--- src/rtl/instr_decode_issue.sv ---
// instr_decode_issue: fetch / decode / issue / write-back sequencer with an
// 8x16 register file feeding an external ALU.
// Optional feature: define ISSUE_R0_ZERO_EN to hardwire R0 to zero.
module instr_decode_issue #(
  parameter logic [7:0]  START_PC = 8'h00,
  parameter int unsigned WAIT_MAX = 15
) (
  input  logic        clk,
  input  logic        rst,
  input  logic        start,
  output logic        imem_req,
  output logic [7:0]  imem_addr,
  input  logic        imem_ack,
  input  logic [15:0] imem_rdata,
  output logic [3:0]  alu_opcode,
  output logic [2:0]  alu_func,
  output logic [15:0] alu_reg2,
  output logic [15:0] alu_reg3,
  output logic [8:0]  alu_j_address,
  output logic        alu_valid,
  input  logic [15:0] alu_result,
  input  logic [3:0]  alu_status,
  output logic        busy,
  output logic        halted,
  output logic        fetch_err,
  output logic [15:0] instr_count
);

  localparam int unsigned WW = (WAIT_MAX < 1) ? 1 : $clog2(WAIT_MAX + 1);
  localparam logic [WW-1:0] WAIT_LAST = WW'(WAIT_MAX);

  typedef enum logic [2:0] {
    S_IDLE, S_FETCH, S_DECODE, S_ISSUE, S_WB, S_HALT
  } state_e;

  state_e       state_q;
  logic [7:0]   pc_q;
  logic [WW-1:0] wait_q;
  logic [15:0]  instr_q;
  logic [2:0]   rd_q;
  logic [3:0]   alu_opcode_q;
  logic [2:0]   alu_func_q;
  logic [15:0]  alu_reg2_q;
  logic [15:0]  alu_reg3_q;
  logic [8:0]   alu_j_address_q;
  logic         alu_valid_q;
  logic         fetch_err_q;
  logic [15:0]  instr_count_q;
  logic [15:0]  rf_q [8];

  logic [15:0]  rs1_val;
  logic [15:0]  rs2_val;
  logic         wr_en;

  // Register-file read ports for the instruction held in DECODE
  always_comb begin
    rs1_val = rf_q[instr_q[8:6]];
    rs2_val = rf_q[instr_q[5:3]];
`ifdef ISSUE_R0_ZERO_EN
    if (instr_q[8:6] == 3'd0) rs1_val = '0;
    if (instr_q[5:3] == 3'd0) rs2_val = '0;
`endif
  end

  // Write-back enable: only the result-producing opcodes update R[rd]
  always_comb begin
    wr_en = alu_opcode_q inside {[4'h0:4'h7], 4'h9, 4'hB, 4'hC, 4'hD};
`ifdef ISSUE_R0_ZERO_EN
    if (rd_q == 3'd0) wr_en = 1'b0;
`endif
  end

  // Sequencer, PC, register file and registered ALU-side outputs
  always_ff @(posedge clk) begin
    if (rst) begin
      state_q         <= S_IDLE;
      pc_q            <= START_PC;
      wait_q          <= '0;
      instr_q         <= '0;
      rd_q            <= '0;
      alu_opcode_q    <= '0;
      alu_func_q      <= '0;
      alu_reg2_q      <= '0;
      alu_reg3_q      <= '0;
      alu_j_address_q <= '0;
      alu_valid_q     <= 1'b0;
      fetch_err_q     <= 1'b0;
      instr_count_q   <= '0;
      for (int unsigned i = 0; i < 8; i++) rf_q[i] <= '0;
    end else begin
      case (state_q)
        S_IDLE: begin
          if (start) begin
            state_q <= S_FETCH;
            wait_q  <= '0;
          end
        end
        S_FETCH: begin
          if (imem_ack) begin
            instr_q <= imem_rdata;
            state_q <= S_DECODE;
          end else if (wait_q == WAIT_LAST) begin
            state_q     <= S_IDLE;
            fetch_err_q <= 1'b1;
          end else begin
            wait_q <= wait_q + WW'(1);
          end
        end
        S_DECODE: begin
          if (instr_q[15:12] == 4'hF) begin
            state_q <= S_HALT;
          end else begin
            alu_opcode_q    <= instr_q[15:12];
            alu_func_q      <= instr_q[2:0];
            alu_reg2_q      <= rs1_val;
            alu_reg3_q      <= rs2_val;
            alu_j_address_q <= instr_q[8:0];
            rd_q            <= instr_q[11:9];
            alu_valid_q     <= 1'b1;
            state_q         <= S_ISSUE;
          end
        end
        S_ISSUE: begin
          alu_valid_q <= 1'b0;
          state_q     <= S_WB;
        end
        S_WB: begin
          if (wr_en) rf_q[rd_q] <= alu_result;
          if (alu_opcode_q == 4'hE && alu_status != 4'h0)
            pc_q <= pc_q + alu_j_address_q[7:0];
          else
            pc_q <= pc_q + 8'd1;
          instr_count_q <= instr_count_q + 16'd1;
          wait_q        <= '0;
          state_q       <= S_FETCH;
        end
        S_HALT: state_q <= S_HALT;
        default: state_q <= S_IDLE;
      endcase
    end
  end

  assign imem_req      = (state_q == S_FETCH);
  assign imem_addr     = pc_q;
  assign busy          = state_q inside {S_FETCH, S_DECODE, S_ISSUE, S_WB};
  assign halted        = (state_q == S_HALT);
  assign fetch_err     = fetch_err_q;
  assign instr_count   = instr_count_q;
  assign alu_opcode    = alu_opcode_q;
  assign alu_func      = alu_func_q;
  assign alu_reg2      = alu_reg2_q;
  assign alu_reg3      = alu_reg3_q;
  assign alu_j_address = alu_j_address_q;
  assign alu_valid     = alu_valid_q;

endmodule

--- config.mk ---
export PLATFORM = sky130hd
export DESIGN_NAME = instr_decode_issue
export DESIGN_NICKNAME = d
export VERILOG_FILES = /design/src/rtl/instr_decode_issue.sv
export SDC_FILE = /design/constraint.sdc
export NUM_CORES = 1
export LEC_CHECK = 0
export ABC_AREA = 0
export ABC_CLOCK_PERIOD_IN_PS = 9100
export CORE_ASPECT_RATIO = 1.5
export CORE_MARGIN = 2
export CORE_UTILIZATION = 60
export DETAILED_ROUTE_END_ITERATION = 16
export GPL_TIMING_DRIVEN = 0
export PLACE_DENSITY = 0.94
export SYNTH_ARGS = -nofsm -noshare
export SYNTH_HDL_FRONTEND = slang
export SYNTH_SLANG_ARGS = --single-unit
--- constraint.sdc ---
create_clock -name clk -period 9.1 [get_ports clk]
set_input_delay 1.82 -clock clk [delete_from_list [all_inputs] [get_ports clk]]
set_output_delay 1.82 -clock clk [all_outputs]
set_load 0.02 [all_outputs]
==> flow_summary.json <==
{
  "required_ns": 9.53,
  "ys_types": 52,
  "cp-end-kind": "flop",
  "globalRouteTotalUtil_pct": 29.0,
  "slew_headroom_pct": 35.2,
  "netlist.area_leader.share_pct": 36.1,
  "power.leakage_uw": 0.00436,
  "die_h_um": 167,
  "areaGrowthSynthToFinish_pct": 19.9,
  "antennaDiodeCount": 0,
  "comb_power_share_pct": 10.2,
  "initial_core_util_pct": 61.3,
  "p_per_area_nw_per_um2": 172,
  "core_um2": 17300,
  "stdcell_count": 1230,
  "cts_hold_buf": 0,
  "cp_max_fo": 9,
  "hpwlAfterDp_um": 20200,
  "outcome": "finished clean",
  "tightest_slew_ns": 0.972,
  "yosysTopAreaCell": "edfxtp_1",
  "synth_cells": 862,
  "cts_sinks": 225,
  "synthFlopType": "edfxtp_1",
  "cts_setup_buffers": 0,
  "drtIter0Drc": 1067,
  "viasPerCell": 6.40,
  "critPathMostFrequentCell": "a21oi_1",
  "clk_latency_ns": 0.50,
  "cts_tree": "yes",
  "power.share.switching_pct": 23.5,
  "clk_path_buf_depth": 3,
  "maxCapViolCount": 0,
  "grt_pass1_vias": 8226,
  "ys_warn_count": 0,
  "firstDrtPassIters": 6,
  "wirelength_um": 27400,
  "crit_path_end": "imem_addr[7]$_SDFFE_PP0N_",
  "fin_area_um2": 12800,
  "grt_pass1_wl_um": 42800,
  "critPathLaunch": "alu_status[2]",
  "route.detailed.drc": 0,
  "grtUsageMet3_pct": 4.34,
  "syn-mean-instance-area_um2": 12.3,
  "synth_fp_nets": 912,
  "p_clk_share_pct": 38.1,
  "drive_above_1_share_pct": 12.6,
  "hp-class": "flop to flop",
  "cp.depth": 10,
  "async_flop_share_pct": 0,
  "r2r_slack_ns": 6.07,
  "top_usage_layer": "met2",
  "final_antenna_net_count": 0,
  "cp_slowest_cell": "nor4b_2",
  "cts-buffers-inserted": 20,
  "r2r-end": "imem_addr[7]$_SDFFE_PP0N_",
  "period_share_pct": 48.5,
  "max_freq_ghz": 0.226,
  "final_nets": 1054,
  "synth_edf_count": 128,
  "seqPwrFrac_pct": 51.7,
  "cp.arrival_ns": 4.84,
  "r2r-start": "alu_opcode[2]$_SDFFE_PP0P_",
  "yosysSeqAreaShare_pct": 54.4,
  "dp_slack_ns": 4.17,
  "path_buf_inv": 1,
  "die_area_um2": 18800,
  "gp_congestion": 0.902,
  "fin_crit_ns": 4.42,
  "place_area_um2": 12100,
  "io_pins": 117,
  "row_count": 59,
  "clkTransAtPathRegs_ns": 0.07,
  "cts_resized": 0,
  "final.setup.worst_slack_ns": 4.68,
  "setup_viol": 0,
  "hold_violations": 0,
  "finalMaxSlewViolations": 0,
  "port_buffers": 116,
  "intPower_uw": 1680,
  "use_met2_pct": 53.7,
  "fin_setup_tns_ns": 0,
  "grt_start_max_net_pins": 17,
  "numPlacedInstances": 1195,
  "clock_skew_ns": 0.0100,
  "path_delay_family": "simple AND/OR/NAND/NOR gates",
  "ir_worst_vdd_v": 0.000165,
  "antenna_found_initial": 0,
  "ys_seq_elements": 225,
  "htreeDepth": 1,
  "hold_depth": 2,
  "crit_type": "input port to flop",
  "grt_setup_unrepaired": "false",
  "via_count": 7868,
  "syn-cell-area_um2": 10600,
  "p_sw_uw": 513,
  "grt-ovfl-total": 0,
  "synth.area.top_cells": "edfxtp_1 (36%), dfxtp_1 (18%), mux4_2 (14%)",
  "r2r_cells": 9,
  "cp_cell_sequence": "clkdlybuf4s50_1 -> nor4_1 -> nor4b_2 -> and2_1 -> ha_1 -> a21oi_1 -> a211oi_1 -> o211a_1 -> or4_1 -> a21oi_1",
  "grtUsageMet1_pct": 30.8,
  "die_width_um": 113,
  "max_stage_delay_ns": 0.73,
  "wl_per_cell_um": 22.3,
  "startpoint_type": "input port",
  "clock_tree.root_cell": "clkbuf_16"
}
## sequential cells by signal, summed over array words and instances (netlist names), 3 cells and up
register       flops
imem_addr          8
rf_q             128
state_q            3
wait_q             4
alu_reg3          16
rd_q               3
instr_q           16
alu_j_address      7
instr_count       16
alu_reg2          16
alu_opcode         4
## layout by cell type, fill, tap and decap left out, drive strengths merged, types with 33 or more instances in the layout
cell type and instances:
clkdlybuf4s50 116, and2 136, clkbuf 75, dfxtp 97, mux2i 33, a211oi 36, edfxtp 128, nand2 74
mux4 64, nor2 69, a21oi 42
## Yosys cell counts, types with 8 or more instances
| cell type | instances |
|---|---|
| and2_1 | 136 |
| edfxtp_1 | 128 |
| dfxtp_1 | 97 |
| nand2_1 | 74 |
| nor2_1 | 66 |
| mux4_2 | 64 |
| clkbuf_1 | 44 |
| a21oi_1 | 42 |
| a211oi_1 | 36 |
| mux2i_1 | 33 |
| o21ai_0 | 12 |
| xor2_1 | 12 |
| ha_1 | 9 |
| and3_1 | 8 |
| nand3_1 | 8 |
| xnor2_1 | 8 |
## cells by family (layout without fill, tap and decap cells)
logic type | Yosys count | in the layout | synth area share [%]
simple gates | 334 | 334 | 16.8
fa+ha+maj | 10 | 10 | 1.25
mux | 97 | 97 | 16.6
xor+xnor | 20 | 20 | 1.65
buf+inv | 68 | 223 | 2.80
compound gates | 108 | 108 | 6.50
flops | 225 | 225 | 54.4
## power groups by stage
stage	Sequential [µW]	Clock [µW]	Combinational, µW
floorplan	1160	0	115
global placement	1150	0	209
detailed placement	1150	0	218
CTS	1130	831	221
global route	1130	872	234
finish	1130	833	223
## worst min-delay path: stages (launching register included)
cell	delay (ns)
dfxtp_1	0.31
nand2_1	0.05
a21oi_1	0.05
## worst min-delay path by stage
stage,from,to
after detailed placement,instr_q[1]$_SDFFE_PP0P_,instr_q[1]$_SDFFE_PP0P_
after global placement,instr_q[0]$_SDFFE_PP0P_,alu_func[0]$_SDFFE_PP0P_
after global routing,instr_q[11]$_SDFFE_PP0P_,rd_q[2]$_SDFFE_PP0P_
after floorplan,instr_q[11]$_SDFFE_PP0P_,rd_q[2]$_SDFFE_PP0P_
final,instr_q[2]$_SDFFE_PP0P_,instr_q[2]$_SDFFE_PP0P_
after CTS,instr_q[1]$_SDFFE_PP0P_,instr_q[1]$_SDFFE_PP0P_
## per-layer routing
metal,vias up,part of all wire (%)
li1,3429,-
met1,3762,32
met2,551,53
met3,126,8.8
met4,0,6.1
met5,-,0
## stage by stage
stage / hold slack [ns] / util, % / total power [µW]
after floorplan: 0.432 / - / 1270
after global placement: 0.438 / 69.6 / 1360
after detailed placement: 0.447 / 69.9 / 1370
after CTS: 0.456 / 73.5 / 2180
after global routing: 0.473 / 73.5 / 2240
final: 0.457 / 73.5 / 2190
## cell type report
class                           count  area, µm²
Sequential cell                   225       5790
Clock buffer                       28        572
Buffer                             61        272
Tap cell                          213        267
Inverter                            7       26.3
Clock inverter                      7       63.8
Multi-Input combinational cell    569       4570
Fill cell                        1010       4590
Timing Repair Buffer              120       1210
Power figures use the tool's default switching activity.
